[config.mk]
export PLATFORM = sky130hd
export DESIGN_NAME = rx_receiver
export DESIGN_NICKNAME = d
export VERILOG_FILES = /design/src/rtl/rx_receiver.sv
export SDC_FILE = /design/constraint.sdc
export NUM_CORES = 1
export LEC_CHECK = 0
export BUFFER_PORTS_ARGS = -buffer_cell sky130_fd_sc_hd__buf_2
export CORE_ASPECT_RATIO = 0.5
export CORE_MARGIN = 3
export CORE_UTILIZATION = 40
export CTS_CLUSTER_DIAMETER = 40
export DETAILED_ROUTE_END_ITERATION = 7
export SYNTH_ARGS = -nofsm -noshare
export SYNTH_HDL_FRONTEND = slang
export SYNTH_SLANG_ARGS = --single-unit
[constraint.sdc]
create_clock -name clk -period 2.31 [get_ports clk]
set_input_delay 0.231 -clock clk [delete_from_list [all_inputs] [get_ports clk]]
set_output_delay 0.231 -clock clk [all_outputs]
set_load 0.01 [all_outputs]
[src/rtl/rx_receiver.sv]
// Single-wire serial receiver: deserialises packets of 1-8 words (1-16 data bits, even parity, stop bit)
// into a one-entry valid/ack holding register.
module rx_receiver (
    input  logic        clk,
    input  logic        rst,
    input  logic        serial_in,
    input  logic [7:0]  packet_struct,
    input  logic        rx_ack,
    output logic        rx_ready,
    output logic [15:0] rx_data,
    output logic        rx_perr,
    output logic [2:0]  rx_word_idx,
    output logic        rx_valid,
    output logic        rx_done,
    output logic        frame_err
);

    // state  | meaning
    // IDLE   | waiting for a start bit (line low) while the holding register can take a word
    // DATA   | shifting in data bits, LSB first
    // PARITY | sampling the parity bit and loading the holding register
    // STOP   | checking the stop bit; ends, aborts or continues the packet
    typedef enum logic [1:0] {
        IDLE   = 2'd0,
        DATA   = 2'd1,
        PARITY = 2'd2,
        STOP   = 2'd3
    } state_t;

    state_t      state_q, state_d;
    logic [3:0]  bit_cnt_q, bit_cnt_d;
    logic [2:0]  word_cnt_q, word_cnt_d;
    logic [15:0] asm_q, asm_d;
    logic        par_q, par_d;
    logic [15:0] rx_data_q, rx_data_d;
    logic        rx_perr_q, rx_perr_d;
    logic [2:0]  rx_word_idx_q, rx_word_idx_d;
    logic        rx_valid_q, rx_valid_d;
    logic        rx_done_q, rx_done_d;
    logic        frame_err_q, frame_err_d;

    logic [3:0]  last_bit;
    logic [2:0]  last_word;
    logic        unused_pkt_bit;

    assign last_bit       = packet_struct[3:0];
    assign last_word      = packet_struct[7:5];
    assign unused_pkt_bit = packet_struct[4];

    always_ff @(posedge clk) begin
        if (rst) begin
            state_q       <= IDLE;
            bit_cnt_q     <= 4'd0;
            word_cnt_q    <= 3'd0;
            asm_q         <= 16'd0;
            par_q         <= 1'b0;
            rx_data_q     <= 16'd0;
            rx_perr_q     <= 1'b0;
            rx_word_idx_q <= 3'd0;
            rx_valid_q    <= 1'b0;
            rx_done_q     <= 1'b0;
            frame_err_q   <= 1'b0;
        end else begin
            state_q       <= state_d;
            bit_cnt_q     <= bit_cnt_d;
            word_cnt_q    <= word_cnt_d;
            asm_q         <= asm_d;
            par_q         <= par_d;
            rx_data_q     <= rx_data_d;
            rx_perr_q     <= rx_perr_d;
            rx_word_idx_q <= rx_word_idx_d;
            rx_valid_q    <= rx_valid_d;
            rx_done_q     <= rx_done_d;
            frame_err_q   <= frame_err_d;
        end
    end

    always_comb begin
        state_d       = state_q;
        bit_cnt_d     = bit_cnt_q;
        word_cnt_d    = word_cnt_q;
        asm_d         = asm_q;
        par_d         = par_q;
        rx_data_d     = rx_data_q;
        rx_perr_d     = rx_perr_q;
        rx_word_idx_d = rx_word_idx_q;
        rx_valid_d    = rx_valid_q;
        rx_done_d     = 1'b0;
        frame_err_d   = 1'b0;

        if (rx_ack && rx_valid_q) begin
            rx_valid_d = 1'b0;
        end

        case (state_q)
            IDLE: begin
                bit_cnt_d  = 4'd0;
                word_cnt_d = 3'd0;
                asm_d      = 16'd0;
                par_d      = 1'b0;
                if (!serial_in && rx_ready) begin
                    state_d = DATA;
                end
            end
            DATA: begin
                asm_d[bit_cnt_q] = serial_in;
                par_d            = par_q ^ serial_in;
                bit_cnt_d        = bit_cnt_q + 4'd1;
                // a 16-bit word lets the counter wrap to 0 on its last bit
                if (bit_cnt_q == last_bit) begin
                    state_d = PARITY;
                end
            end
            PARITY: begin
                // load beats a simultaneous ack on the holding register
                rx_data_d     = asm_q;
                rx_perr_d     = (serial_in != par_q);
                rx_word_idx_d = word_cnt_q;
                rx_valid_d    = 1'b1;
                state_d       = STOP;
            end
            STOP: begin
                if (!serial_in) begin
                    frame_err_d = 1'b1;
                    state_d     = IDLE;
                end else if (word_cnt_q == last_word) begin
                    rx_done_d = 1'b1;
                    state_d   = IDLE;
                end else if (rx_ready) begin
                    state_d    = DATA;
                    word_cnt_d = word_cnt_q + 3'd1;
                    bit_cnt_d  = 4'd0;
                    asm_d      = 16'd0;
                    par_d      = 1'b0;
                end
            end
            default: begin
                state_d = IDLE;
            end
        endcase
    end

    always_comb begin
        rx_ready    = ((state_q == IDLE) || (state_q == STOP)) && (!rx_valid_q || rx_ack);
        rx_data     = rx_data_q;
        rx_perr     = rx_perr_q;
        rx_word_idx = rx_word_idx_q;
        rx_valid    = rx_valid_q;
        rx_done     = rx_done_q;
        frame_err   = frame_err_q;
    end

endmodule

==> metrics.sh, run 1 <==
FINALHOLDVIOLCOUNT=0
GLOBALROUTE.TOTALOVERFLOW=0
YS_SEQ_AREA_FRAC=0.4111
FLOORPLAN.ROWS=19
MAX_CLOCK_FREQ_MHz=465.4
CTSLONGESTPATHBUFFERS=2
CTS_SETUP_BUFFERS=0
DESIGN.FINAL.NETS=316
STATUS='completed'
CTS-BUFFERS-INSERTED=5
FILL_CELL_COUNT=543
PLACE.DETAILED.HPWL_UM=3982
WORSTMARGINPINSLEW_NS=0.6584
SYNTH-EDFF-COUNT=0
DRT.ANTENNA.VIOLATING_NETS=0
CRIT_FANOUT=5
WIRELENGTH_UM=5391
NUMBER_OF_GLOBAL_ROUTE_VIAS_BEFORE_REPAIR=1844
TIMING_WORST_SETUP_PATH_TYPE='flip-flop to flip-flop'
SYNTHFLOPTYPE='dfxtp_1'
WORSTHOLDSTART='rx_ack'
CP_DATA_ARRIVAL_TIME_NS=2.37
TIMING.RR.START='state_q[0]'
ANTENNA_FOUND_INITIAL=0
P_LEAK_nW=1.050
FIN_WORST_HOLD_SLACK_NS=0.3564
SLOWEST_STAGE_CELL_ON_THE_CRITICAL_PATH='or3_1'
SETUP_VIOL=0
SLEW_HEADROOM=0.5601
SHARE_OF_LAYOUT_CELLS_ABOVE_DRIVE_STRENGTH_1=0.2237
CPLARGESTDELAYFAMILY='simple AND/OR/NAND/NOR gates'
WORSTSETUPSTARTPOINTTYPE='flip-flop'
TIMING.CLOCK.SKEW_NS=0.005977
VIASPERCELL=5.337
SYNTH.AVG_CELL_AREA_UM2=9.107
MULTI_INPUT_LOGIC_AREA_UM2=1291
CTS-ROOT-BUF='clkbuf_16'
DIE_AREA_UM2=6984
SYNTH_AREA_UM2=2386
FLOORPLAN.DIE.WIDTH_UM=115.2
ORDERED_LIST_OF_CELLS_ON_THE_WORST_PATH='inv_1, ha_1, nand2b_1, or3_1, o21ai_1, nand3_1, a21oi_2'
RSZ0062_AT_GRT='no'
SEQCELLAREA_UM2=980.9
TRITONCTS='built'
CORE_UM2=5610
ROUTE.DETAILED.DRC=0
NETLIST_INSTANCES=262
DRT-PASS1-ITER-COUNT=4
DIE_H_UM=60.62
SYNTH.DISTINCT_CELLS=41
IO_PINS=36
POST_CTS_RESIZE_COUNT=0
INITIAL_UTILIZATION=0.4253
CRIT_PATH_START='state_q[0]'
ROUTE.VIAS.TOTAL=1964
FINALCRITICALPERIOD_NS=2.149
YS_ASYNC_SR_FRACTION=0
CTS-HOLD-FIX-BUFFERS=0
FIRST_PASS_GRT_WIRE_LENGTH_UM=9011
CP-END-KIND='flip-flop'
TIMING.FINAL.CRIT_SHARE=0.9302
AREA_DELTA_SYNTH_FINAL_PCT=17.04
FIN_TNS_SETUP_NS=0
SYN-NUM-NETS=284
SYNTHESIS.YOSYS.WARNINGS=0
YS_SEQ_ELEMENTS=49
HOLD_WC_PATH_TYPE='input pin to flip-flop'
MAX-CAP-VIOLATIONS=0
CTS.SINKS=49
CLKTRANSATPATHREGS_NS=0.06
WORST_EP_REQUIRED_NS=2.53
CRITICAL_PATH.N_BUFFERS_INVERTERS=1
GROUTE.USAGE.OVERALL=0.1660
MAXIMUM_NUMBER_OF_PINS_ON_ONE_NET_BEFORE_GLOBAL_ROUTE_REPAIR=30
POWER_DENSITY_nW_PER_UM2=941.9
PEAKVDDDROP_mV=0.3976
DRT-WIRELENGTH-PER-CELL_UM=14.65
GLOBALPLACE.CONGESTION=0.7808
HTREE_NUM_LEVELS=2
PORTBUFFERS=34
DRTITER0DRC=57
CLK_LATENCY_NS=0.28
WORST_PATH_LARGEST_CELL_DELAY_NS=0.40
N_ANTENNA_CELL=0
TIMING.FINAL.MAX_SLEW_VIOLATIONS=0
-- layer usage --
metal,track usage,share of wire
met1,0.2287,0.49
met2,0.2664,0.45
met3,0.03386,0.046
met4,0.05184,0.011
met5,0,0
-- cells in the mapped netlist (all sizes together), types with 2 or more instances --
cell / number / area [um^2]
inv: 7 / 26.28
or3: 3 / 18.77
nor2b: 5 / 31.28
o32ai: 4 / 35.03
clkbuf: 9 / 33.78
nor3: 5 / 41.29
dfxtp: 49 / 980.9
or2: 2 / 12.51
nand2b: 9 / 56.30
o21a: 2 / 15.01
nand4b: 2 / 17.52
ha: 10 / 125.1
xor2: 8 / 70.07
a21o: 2 / 17.52
xnor2: 3 / 26.28
a21oi: 24 / 165.2
nand3: 11 / 55.05
nor2: 35 / 133.9
buf: 7 / 53.80
nand4: 4 / 25.02
o211ai: 4 / 30.03
o21ai: 16 / 91.34
o31ai: 6 / 45.04
mux2i: 19 / 190.2
nand2: 10 / 37.54
-- where the power goes --
group / switching, mW / internal [mW]
sequential: 0.0466 / 0.889
clock: 0.304 / 0.513
combinational: 0.539 / 0.338
total: 0.890 / 1.74
-- cell usage in the layout, fill, tap and decap left out, types with 2 or more instances in the layout --
| master | Yosys | routed |
|---|---|---|
| a21o_2 | 2 | 2 |
| a21oi_1 | 14 | 14 |
| a21oi_2 | 9 | 9 |
| buf_2 | 1 | 34 |
| buf_4 | 1 | 6 |
| clkbuf_16 | 0 | 5 |
| dfxtp_1 | 49 | 49 |
| ha_1 | 10 | 10 |
| inv_1 | 7 | 7 |
| mux2i_1 | 19 | 19 |
| nand2_1 | 10 | 10 |
| nand2b_1 | 9 | 9 |
| nand3_1 | 11 | 11 |
| nand4_1 | 4 | 4 |
| nand4b_1 | 2 | 2 |
| nor2_1 | 34 | 34 |
| nor2b_1 | 5 | 5 |
| nor3_1 | 3 | 3 |
| o211ai_1 | 4 | 4 |
| o21a_1 | 2 | 2 |
| o21ai_0 | 11 | 11 |
| o21ai_1 | 4 | 4 |
| o31ai_1 | 6 | 6 |
| o32ai_1 | 4 | 4 |
| or2_2 | 2 | 2 |
| or3_1 | 3 | 3 |
| xnor2_1 | 3 | 3 |
| xor2_1 | 8 | 8 |
-- path summary, 6_finish.rpt --
kind                            slack, ns  cells past startpoint  endpoint
worst max-delay path                 0.16                      7  asm_q[8]
worst max register to register       0.16                      7  asm_q[8]
worst min register to register       0.48                      2  asm_q[0]
worst min-delay path                 0.36                      4  rx_valid
-- cells by family (layout without fill, tap and decap cells) --
family	after synthesis	in the layout	synth area share
adders and majority gates	10	10	0.05244
xor gates and xnor gates	11	11	0.04038
muxes	19	19	0.07971
AOI/OAI and AO/OA	63	63	0.1862
buffers and inverters	23	56	0.04772
DFF	49	49	0.4111
and+or+nand+nor	87	87	0.1825
-- final cells by class --
class / instances / area share
multi-input combinational: 190 / 0.4624
inverter: 7 / 0.009409
sequential: 49 / 0.3513
timing repair buffer: 41 / 0.08423
clock inverter: 2 / 0.01389
tap: 73 / 0.03271
clock buffer: 6 / 0.04615
-- sequential cells by signal, summed over array words and instances (netlist names), 2 cells and up --
| name | flops |
|---|---|
| rx_data | 16 |
| state_q | 2 |
| word_cnt_q | 3 |
| bit_cnt_q | 4 |
| rx_word_idx | 3 |
| asm_q | 16 |
-- through the flow --
| stage | setup WS, ns | power, mW | utilization | cells | area, um^2 |
|---|---|---|---|---|---|
| after CTS | 0.1958 | 2.651 | 0.4978 | 368 | 2793 |
| after floorplan | 0.3518 | 1.602 | - | 262 | 2386 |
| after global routing | 0.03753 | 2.785 | 0.4978 | 368 | 2793 |
| after global placement | 0.2619 | 1.802 | 0.4679 | 360 | 2625 |
| final | 0.1611 | 2.631 | 0.4978 | 368 | 2793 |
| after detailed placement | 0.2175 | 1.824 | 0.4679 | 360 | 2625 |
-- worst register-to-register path: stages, from the launching register on --
cell and delay, ns:
dfxtp_1 0.38, inv_1 0.11, ha_1 0.32, nand2b_1 0.25, or3_1 0.40, o21ai_1 0.32
nand3_1 0.16, a21oi_2 0.13
(Power assumes the default switching activity.)
==> run 2, diff against run 1 <==
Settings changed: CORE_MARGIN 3 to 5.
==> metrics.sh, run 2 (synthesis gave the netlist of run 1 again) <==
ROUTE.VIAS.TOTAL=1927  # -1.9%
MOST_FREQUENT_CELLS_IN_THE_LAYOUT='49 x dfxtp_1, 34 x nor2_1, 34 x buf_2, 19 x mux2i_1, 14 x a21oi_1'
ANTENNA_FOUND_INITIAL=0  # unchanged
WORST_PATH_LARGEST_CELL_DELAY_NS=0.42  # +0.02 ns
TOTAL_INSTANCE_COUNT_AFTER_DETAILED_PLACEMENT=360  # unchanged
NUMBER_OF_GLOBAL_ROUTE_VIAS_BEFORE_REPAIR=1935  # +4.9%
FLOORPLAN.DIE.WIDTH_UM=119.2  # +3.5%
FILL_CELL_COUNT=538  # -0.92%
DIE_H_UM=64.62  # +6.6%
CRITICAL_PATH.N_BUFFERS_INVERTERS=1  # unchanged
TIMING.CLOCK.SKEW_NS=0.002504  # -0.003473 ns
HOLD_WC_PATH_TYPE='input pin to flip-flop'
FIN_CELLS=368  # unchanged
SLEW_HEADROOM=0.5926  # +0.03244
WORSTSETUPSTARTPOINTTYPE='flip-flop'
DRT-WIRELENGTH-PER-CELL_UM=14.61  # -0.28%
FIRST_PASS_GRT_WIRE_LENGTH_UM=9397  # +4.3%
TIMING.CRITICAL_PATH.DEPTH=7  # unchanged
TRITONCTS='built'
VIASPERCELL=5.236  # -1.9%
ROUTE.DETAILED.DRC=0  # unchanged
MAX_CLOCK_FREQ_MHz=466.2  # +0.18%
WORSTSETUPENDPOINT='asm_q[10]'
DRTITER0DRC=140  # +150%
CORE_UM2=5634  # +0.42%
STATUS='completed'
WORST_EP_REQUIRED_NS=2.49  # -0.04 ns
FINALHOLDVIOLCOUNT=0  # unchanged
WORST_HOLD_PATH.NUM_CELLS=4  # unchanged
INITIAL_UTILIZATION=0.4235  # -0.001794
MAXIMUM_NUMBER_OF_PINS_ON_ONE_NET_BEFORE_GLOBAL_ROUTE_REPAIR=30  # unchanged
IO_PINS=36  # unchanged
SUM_OF_INTERNAL_SWITCHING_AND_LEAKAGE_POWER_mW=2.520  # -4.2%
TIMING.FINAL.CRIT_SHARE=0.9286  # -0.001632
GRT_USE_MET3=0.04083  # +0.006970
PEAKVDDDROP_mV=0.4248  # +6.8%
CTS-ROOT-BUF='clkbuf_16'
AREA_DELTA_SYNTH_FINAL_PCT=16.15
COMBPWRFRAC=0.346  # +0.013
RSZ0062_AT_GRT='no'
PORTBUFFERS=34  # unchanged
TIMING.RR.START='state_q[1]'
GRTUSAGEMET2=0.2389  # -0.02752
N_ANTENNA_CELL=0  # unchanged
DRT-PASS1-ITER-COUNT=5  # +1
R2R_SETUP_SLACK_NS=0.16  # about the same
CTS-BUFFERS-INSERTED=5  # unchanged
GLOBALPLACE.CONGESTION=0.8099  # +3.7%
POST-PLACE-WS_NS=0.2200  # +0.002422 ns
TIMING.RR.END='asm_q[10]'
CLKTRANSATPATHREGS_NS=0.07  # about the same
FINAL.SETUP.WORST_SLACK_NS=0.1649  # +0.003771 ns
SHARE_OF_LAYOUT_CELLS_ABOVE_DRIVE_STRENGTH_1=0.2271  # +0.003390
DRT.ANTENNA.VIOLATING_NETS=0  # unchanged
FIN_TNS_SETUP_NS=0  # unchanged
GLOBALROUTE.TOTALOVERFLOW=0  # unchanged
WORSTMARGINPINSLEW_NS=0.6099  # -0.04856 ns
CTSLONGESTPATHBUFFERS=2  # unchanged
CP_DATA_ARRIVAL_TIME_NS=2.32  # -0.05 ns
TIMING.FINAL.MAX_SLEW_VIOLATIONS=0  # unchanged
TOTAL_SWITCHING_POWER_mW=0.8861  # -0.47%
FLOORPLAN.ROWS=19  # unchanged
DESIGN_AREA_UM2=2771  # -0.76%
TIMING_WORST_SETUP_PATH_TYPE='flip-flop to flip-flop'
ORDERED_LIST_OF_CELLS_ON_THE_WORST_PATH='inv_1, ha_1, nand2b_1, or3_1, o21a_1, o21ai_0, a21oi_2'
CLOCK_POWER_SHARE=0.282  # -0.029
CRIT_PATH_START='state_q[1]'
HTREE_NUM_LEVELS=2  # unchanged
POWER_DENSITY_nW_PER_UM2=909.3  # -3.5%
INTERNAL_POWER_COMPONENT_mW=1.634  # -6.1%
WIRELENGTH_UM=5376  # -0.28%
GROUTE.USAGE.OVERALL=0.1506  # -0.01541
CP-END-KIND='flip-flop'
CTS.SINKS=49  # unchanged
PLACE.DETAILED.HPWL_UM=3961  # -0.54%
FIN_UTIL=0.4919  # -0.005876
FINALCRITICALPERIOD_NS=2.145  # -0.003771 ns
POST_DP_CELL_AREA_UM2=2625  # unchanged
MAX-CAP-VIOLATIONS=0  # unchanged
P_SW_FRAC=0.3516  # +0.01317
MET1_USAGE=0.2063  # -0.02242
CPLARGESTDELAYFAMILY='simple AND/OR/NAND/NOR gates'
SETUP_VIOL=0  # unchanged
CLK_LATENCY_NS=0.28  # about the same
LAYOUT.CELLS.MOST_COMMON='dfxtp_1'
P_LEAK_nW=1.043  # -0.71%
GRT-BUSIEST-LAYER='met2'
CRIT_FANOUT=5  # unchanged
FIN_WORST_HOLD_SLACK_NS=0.3431  # -0.01328 ns
DIE_AREA_UM2=7704  # +10%
POWER_FRAC_SEQ=0.372  # +0.016
WORST_R2R_PATH_DEPTH=7  # unchanged
SLOWEST_STAGE_CELL_ON_THE_CRITICAL_PATH='or3_1'
DESIGN.FINAL.NETS=316  # unchanged
CTS_SETUP_BUFFERS=0  # unchanged
-- run 2: layer usage --
metal,share of wire,wire (um),vias up
met4,0.0087,47,0
met3,0.040,215,4
li1,-,-,986
met5,0,0,-
met2,0.43,2290,31
met1,0.52,2822,906
-- run 2: power groups by stage --
stage          clock [mW]  combinational (mW)  sequential (mW)
2_1_floorplan           0               0.651            0.951
3_3_place_gp            0               0.850            0.953
3_5_place_dp            0               0.858            0.956
4_1_cts             0.735               0.866            0.936
5_1_grt             0.778               0.952            0.945
6_report            0.711               0.872            0.937
-- run 2: tightest hold or removal path, delay by kind of cell --
| kind | cells | cell delay [ns] |
|---|---|---|
| buffers and inverters | 1 | 0.08 |
| and+or+nand+nor | 3 | 0.28 |
-- run 2: cell type report --
class                      instances  area [um^2]  area share
multi-input combinational        190         1295      0.4673
sequential                        49        980.9      0.3540
clock buffer                       6        128.9     0.04650
clock inverter                     2        13.76    0.004966
inverter                           7        26.28    0.009481
timing repair buffer              41        235.2     0.08488
tap                               73        91.34     0.03296
-- run 2: how the worst min path moves through the flow --
stage,start,to
2_1_floorplan,rst,bit_cnt_q[3]
3_3_place_gp,asm_q[0],asm_q[0]
3_5_place_dp,asm_q[2],asm_q[2]
4_1_cts,rx_ack,rx_valid
5_1_grt,rx_ack,rx_valid
6_report,rx_ack,rx_valid
-- run 2: repair_timing --
item,in CTS,in global routing
hold buffers,0,0
resized for setup,0,2
endpoints found under the setup margin,0,3
